==> src/rtl/frame_serializer.sv <==
// frame_serializer
//   Transmit-side framer feeding the spreading stage. Accepts payload bytes on a
//   valid/ready stream and emits a serial bit stream: fixed preamble, payload
//   MSB-first, then a CRC-8 over the payload. A one-entry hold register sits in
//   front of the shift register so consecutive payload bytes go out back-to-back.
//
// Ports
//   i_clk         in   clock
//   i_reset       in   asynchronous, active-high reset
//   i_byte        in   payload byte
//   i_byte_last   in   marks the final byte of the frame
//   i_byte_valid  in   byte qualifier
//   o_byte_ready  out  byte accepted on an edge where valid & ready
//   o_bit         out  serial bit to the spreader
//   o_bit_valid   out  o_bit qualifier
//   i_bit_ready   in   bit consumed on an edge where o_bit_valid & i_bit_ready
//   o_busy        out  frame in progress
//   o_frame_done  out  one-cycle pulse after the last CRC bit transfers
//
// States
//   S_IDLE     | no frame; waits for a byte in hold or on the input
//   S_PREAMBLE | sending PREAMBLE[cnt], MSB first
//   S_PAYLOAD  | sending shift[7]; idle (bit invalid) on underrun
//   S_CRC      | sending crc[cnt], MSB first, CRC frozen

module frame_serializer #(
    parameter int                    PREAMBLE_W = 16,
    parameter logic [PREAMBLE_W-1:0] PREAMBLE   = 16'hF0A5,
    parameter logic [7:0]            CRC_POLY   = 8'h07,
    parameter logic [7:0]            CRC_INIT   = 8'h00
) (
    input  logic       i_clk,
    input  logic       i_reset,
    input  logic [7:0] i_byte,
    input  logic       i_byte_last,
    input  logic       i_byte_valid,
    output logic       o_byte_ready,
    output logic       o_bit,
    output logic       o_bit_valid,
    input  logic       i_bit_ready,
    output logic       o_busy,
    output logic       o_frame_done
);

    // Counter is shared between preamble index and payload/CRC bit index.
    localparam int CNT_W = (PREAMBLE_W > 8) ? $clog2(PREAMBLE_W) : 3;

    typedef enum logic [1:0] {S_IDLE, S_PREAMBLE, S_PAYLOAD, S_CRC} state_t;

    state_t           state_q, state_d;
    logic [CNT_W-1:0] cnt_q, cnt_d;
    logic [7:0]       shift_q, shift_d;
    logic             shift_last_q, shift_last_d;
    logic             shift_full_q, shift_full_d;
    logic [7:0]       hold_q, hold_d;
    logic             hold_last_q, hold_last_d;
    logic             hold_full_q, hold_full_d;
    logic [7:0]       crc_q, crc_d;
    logic             done_q, done_d;

    logic             accept;
    logic             xfer;
    logic             byte_avail;
    logic [7:0]       next_byte;
    logic             next_last;
    logic             load_shift;
    logic             fb;

    assign o_byte_ready = ~hold_full_q & ~i_reset;
    assign accept       = i_byte_valid & o_byte_ready;
    assign o_busy       = (state_q != S_IDLE);
    assign o_frame_done = done_q;

    // The hold register is the preferred source; otherwise an arriving byte
    // bypasses hold and goes straight into the shift register.
    assign byte_avail = hold_full_q | accept;
    assign next_byte  = hold_full_q ? hold_q : i_byte;
    assign next_last  = hold_full_q ? hold_last_q : i_byte_last;

    always_comb begin
        o_bit       = 1'b0;
        o_bit_valid = 1'b0;
        case (state_q)
            S_PREAMBLE: begin
                o_bit       = PREAMBLE[cnt_q];
                o_bit_valid = 1'b1;
            end
            S_PAYLOAD: begin
                o_bit       = shift_q[7] & shift_full_q;
                o_bit_valid = shift_full_q;
            end
            S_CRC: begin
                o_bit       = crc_q[cnt_q[2:0]];
                o_bit_valid = 1'b1;
            end
            default: ;
        endcase
    end

    assign xfer = o_bit_valid & i_bit_ready;
    assign fb   = crc_q[7] ^ o_bit;

    always_comb begin
        state_d      = state_q;
        cnt_d        = cnt_q;
        shift_d      = shift_q;
        shift_last_d = shift_last_q;
        shift_full_d = shift_full_q;
        hold_d       = hold_q;
        hold_last_d  = hold_last_q;
        hold_full_d  = hold_full_q;
        crc_d        = crc_q;
        done_d       = 1'b0;
        load_shift   = 1'b0;

        if (accept) begin
            hold_d      = i_byte;
            hold_last_d = i_byte_last;
            hold_full_d = 1'b1;
        end

        case (state_q)
            S_IDLE: begin
                if (byte_avail) begin
                    load_shift = 1'b1;
                    crc_d      = CRC_INIT;
                    cnt_d      = CNT_W'(PREAMBLE_W - 1);
                    state_d    = S_PREAMBLE;
                end
            end
            S_PREAMBLE: begin
                if (xfer) begin
                    if (cnt_q == '0) begin
                        cnt_d   = CNT_W'(7);
                        state_d = S_PAYLOAD;
                    end else begin
                        cnt_d = cnt_q - 1'b1;
                    end
                end
            end
            S_PAYLOAD: begin
                if (shift_full_q) begin
                    if (xfer) begin
                        crc_d   = {crc_q[6:0], 1'b0} ^ (fb ? CRC_POLY : 8'h00);
                        shift_d = {shift_q[6:0], 1'b0};
                        if (cnt_q == '0) begin
                            if (shift_last_q) begin
                                shift_full_d = 1'b0;
                                cnt_d        = CNT_W'(7);
                                state_d      = S_CRC;
                            end else if (byte_avail) begin
                                load_shift = 1'b1;
                                cnt_d      = CNT_W'(7);
                            end else begin
                                shift_full_d = 1'b0;
                            end
                        end else begin
                            cnt_d = cnt_q - 1'b1;
                        end
                    end
                end else if (byte_avail) begin
                    // Underrun recovery: CRC is left accumulating.
                    load_shift = 1'b1;
                    cnt_d      = CNT_W'(7);
                end
            end
            S_CRC: begin
                if (xfer) begin
                    if (cnt_q == '0) begin
                        done_d  = 1'b1;
                        state_d = S_IDLE;
                    end else begin
                        cnt_d = cnt_q - 1'b1;
                    end
                end
            end
            default: state_d = S_IDLE;
        endcase

        // accept is only possible with hold empty, so a load always leaves
        // hold empty: either hold was drained or the new byte bypassed it.
        if (load_shift) begin
            shift_d      = next_byte;
            shift_last_d = next_last;
            shift_full_d = 1'b1;
            hold_full_d  = 1'b0;
        end
    end

    always_ff @(posedge i_clk or posedge i_reset) begin
        if (i_reset) begin
            state_q      <= S_IDLE;
            cnt_q        <= '0;
            shift_q      <= 8'h00;
            shift_last_q <= 1'b0;
            shift_full_q <= 1'b0;
            hold_q       <= 8'h00;
            hold_last_q  <= 1'b0;
            hold_full_q  <= 1'b0;
            crc_q        <= CRC_INIT;
            done_q       <= 1'b0;
        end else begin
            state_q      <= state_d;
            cnt_q        <= cnt_d;
            shift_q      <= shift_d;
            shift_last_q <= shift_last_d;
            shift_full_q <= shift_full_d;
            hold_q       <= hold_d;
            hold_last_q  <= hold_last_d;
            hold_full_q  <= hold_full_d;
            crc_q        <= crc_d;
            done_q       <= done_d;
        end
    end

endmodule

==> config.mk <==
export PLATFORM = sky130hd
export DESIGN_NAME = frame_serializer
export DESIGN_NICKNAME = d
export VERILOG_FILES = /design/src/rtl/frame_serializer.sv
export SDC_FILE = /design/constraint.sdc
export NUM_CORES = 1
export LEC_CHECK = 0
export BUFFER_PORTS_ARGS = -buffer_cell sky130_fd_sc_hd__buf_2
export CORE_ASPECT_RATIO = 0.5
export CORE_MARGIN = 3
export CORE_UTILIZATION = 29
export DETAILED_ROUTE_END_ITERATION = 6
export HOLD_SLACK_MARGIN = 0.15
export PLACE_DENSITY = 0.54
export SYNTH_ARGS = -nofsm -noshare
export SYNTH_HDL_FRONTEND = slang
export SYNTH_SLANG_ARGS = --single-unit
==> constraint.sdc <==
create_clock -name i_clk -period 6.13 [get_ports i_clk]
set_clock_uncertainty 0.05 [all_clocks]
set_input_delay 0.613 -clock i_clk [delete_from_list [all_inputs] [get_ports i_clk]]
set_output_delay 0.613 -clock i_clk [all_outputs]
set_load 0.05 [all_outputs]
==> impl_results.md <==
* Ratio of cells with drive above 1 in the final layout at 21.6%
* Die area at 8400 µm²
* Yosys warning count at 0
* Slew HR at 50.9%
* Final min period at 2.89 ns
* Commonest cells after routing, fill and taps aside: dfrtp_1 (35), mux2i_1 (25), buf_2 (17)
* Status: complete, no violations
* Post-synth EDFFs at 0
* Fillcell total at 674
* # IOs at 18
* Crit-path cells: inv_1 -> ha_1 -> or4b_4 -> nand3_1 -> a21oi_1 -> nor2_1 -> buf_2
* RSZ-0062 raised after global routing: no
* Sw power at 0.000579 W
* Total grt overflow at 0
* CTS tree: built
* Die H at ~66 µm
* Hpwl dp at 3070 µm
* Setup Buffers After CTS at 0
* Reg-to-Reg Start: state_q[0]$_DFFE_PP0P_
* Maxcap violations at 0
* Total GRT Usage at 11.3%
* Most used DFF post-synth: dfrtp_1
* WP data required at 5.47 ns
* Slew Viols, Final at 0
* Root buffer cell: clkbuf_16
* Final WL at 4350 µm
* Routed WL per cell at 14.3 µm
* Worst slack, placed at between 3 and 4 ns
* Hold slack final at 0.392 ns
* Crit Path Class: reg -> out
* Starting Density at a little under a third
* VDD IR max at 0.167 mV
* Final Setup Violations at 0
* Final worst setup slack at 3.24 ns
* Cts hold-fix bufs at 0
* Vias in the first global route at between 1.5k and 2k
* Cell variety after synth at 52
* Fmax at 346 MHz
* Multi-input gate area at 1140 µm²
* Final non-filler cell area at about 2400 µm²
* Cell Int Power at 0.000794 W
* Clock Latency Late Sink at approximately 0.27 ns
* Period utilization at 47.2%
* Ant diodes at 0
* Sequential area share after synthesis at 41.5%
* Sequential cell area at approximately 880 µm²
* Crit Path Max Fanout at 9
* Reg2Reg Depth at 6
* First-pass GRT wire length at 7580 µm
* Pwr per Cell Area at around 570 nW/µm²
* Max incr delay on CP at between 0.5 and 0.6 ns
* Clk pin slew, worst setup/hold paths at ~0.06 ns
* Largest net degree at the start of global routing at 36
* Leak pwr at 1.07 nW
* # DRC at 0
* Combinational share of power at ~49%
* Sequential Power Share at about a third
* CORE AREA at 6860 µm²
* Vias at 1,590
* Worst Tran Pin Value at 0.737 ns
* CP arrival at around 2.2 ns
* Die X at 127 µm
* DRT iter0 DRCs at 84
* CP Launch Type: flip-flop
* Pre-antenna DRT Iters at 4
* P&R area growth vs syn at 14.7%
* Critical path endpoint category: output port
* Final ANT Viol Nets at 0
* Yosys reg bits at 35
* Slowest CP cell: or4b_4
* Sink Count at 35
* Mapped Cells at 199
* Most common cell after layout, fill and taps aside: dfrtp_1
* Clk pwr share at 19.4%
* Cell Area, Synth at 2110 µm²
* Initial antenna violation count at 0
* H-Tree Depth at 2
* Total chip power at 0.00137 W
* Sw frac at 42.1%
* Async SR Flop Fraction at 100%
* Number of cells upsized or downsized after cts at 0
* Largest area contributor in the netlist: dfrtp_1
* Flop2flop setup slack at around 3.6 ns
* Reg-to-reg endpoint: crc_q[1]$_DFFE_PP0P_
* Total CTS buffers at 5
* Ranking of synthesized cells by area: dfrtp_1 (42%), mux2i_1 (12%), mux2_2 (5.9%)
* Yosys top cell area share at 41.5%
* RePlAce Congestion at between 0.8 and 0.9
* Clk buf depth at 2
* Setup TNS at 0 ns
* Post-synth net total at 218
* Fin nets at 231
* Placed Area at between 2000 and 2500 µm²
* I/O Buffers at 17
* Synth Area per Inst at around 11 µm²
* Hold Fails Final Rpt at 0
* Vias per inst at 5.21
* Placement Rows at 21
* Min-delay worst type: in -> async
## routing by layer
metal	track usage [%]	part of all wire, %
met1	14.7	49
met2	18.8	45
met3	2.90	4.9
met4	2.81	0.53
met5	0	0
## how the worst max path moves through the flow
stage | from | to | slack (ns) | cells after the start
detailed placement | state_q[1]$_DFFE_PP0P_ | o_bit | 3.53 | 7
finish | state_q[1]$_DFFE_PP0P_ | o_bit | 3.24 | 7
CTS | state_q[1]$_DFFE_PP0P_ | o_bit | 3.23 | 7
global route | state_q[1]$_DFFE_PP0P_ | o_bit | 3.09 | 7
floorplan | state_q[1]$_DFFE_PP0P_ | o_bit | 3.45 | 7
global placement | state_q[1]$_DFFE_PP0P_ | o_bit | 3.57 | 7
## per-stage QoR
| stage | util (%) | std cells |
|---|---|---|
| after floorplan | - | 199 |
| after global placement | 33.0 | 297 |
| after detailed placement | 33.0 | 297 |
| after CTS | 35.3 | 305 |
| after global routing | 35.3 | 305 |
| final | 35.3 | 305 |
## Yosys cell counts (all sizes together), types with 4 or more instances
cell type / n
ha: 6
and2: 5
nand3: 4
nor3: 6
mux2i: 25
mux2: 14
clkbuf: 7
nor2b: 4
o21ai: 5
nor2: 15
buf: 5
nand2: 5
a21oi: 9
dfrtp: 35
a22o: 6
inv: 9
## kinds of logic (layout without fill, tap and decap cells)
kind of cell / count (synthesis) / count (layout) / synth area share (%)
compound gates: 49 / 49 / 17.9
xor+xnor: 1 / 1 / 0.415
fa+ha+maj: 6 / 6 / 3.56
buf+inv: 21 / 35 / 4.33
flops: 35 / 35 / 41.5
mux: 39 / 39 / 19.5
simple gates: 48 / 48 / 12.8
## sequential cells by signal, summed over array words and instances, names as in the netlist
name	count
state_q	2
hold_last_q	1
crc_q	8
hold_q	8
hold_full_q	1
shift_last_q	1
shift_q	8
cnt_q	4
shift_full_q	1
o_frame_done	1
## power groups by stage
stage	combinational [W]	sequential, W	clock [W]
after floorplan	0.000591	0.000386	0
after global placement	0.000659	0.000439	0
after detailed placement	0.000666	0.000441	0
after CTS	0.000670	0.000439	0.000272
after global routing	0.000738	0.000458	0.000283
final	0.000669	0.000437	0.000267
## critical path: cells and delay by family, from the launching register on
kind	cells	cell delay, ns
buffers and inverters	2	0.37
AOI/OAI and AO/OA	1	0.05
DFF	1	0.41
adders and majority gates	1	0.38
and+or+nand+nor	3	0.76
## area by class of cell
| class | count | area share [%] |
|---|---|---|
| clock buffers | 7 | 6.31 |
| clock inverters | 1 | 0.310 |
| inverters | 9 | 1.40 |
| multi-input cells | 143 | 47.2 |
| flip-flops and latches | 35 | 36.2 |
| well taps | 92 | 4.76 |
| repair buffers | 18 | 3.83 |
Power figures use the tool's default switching activity.
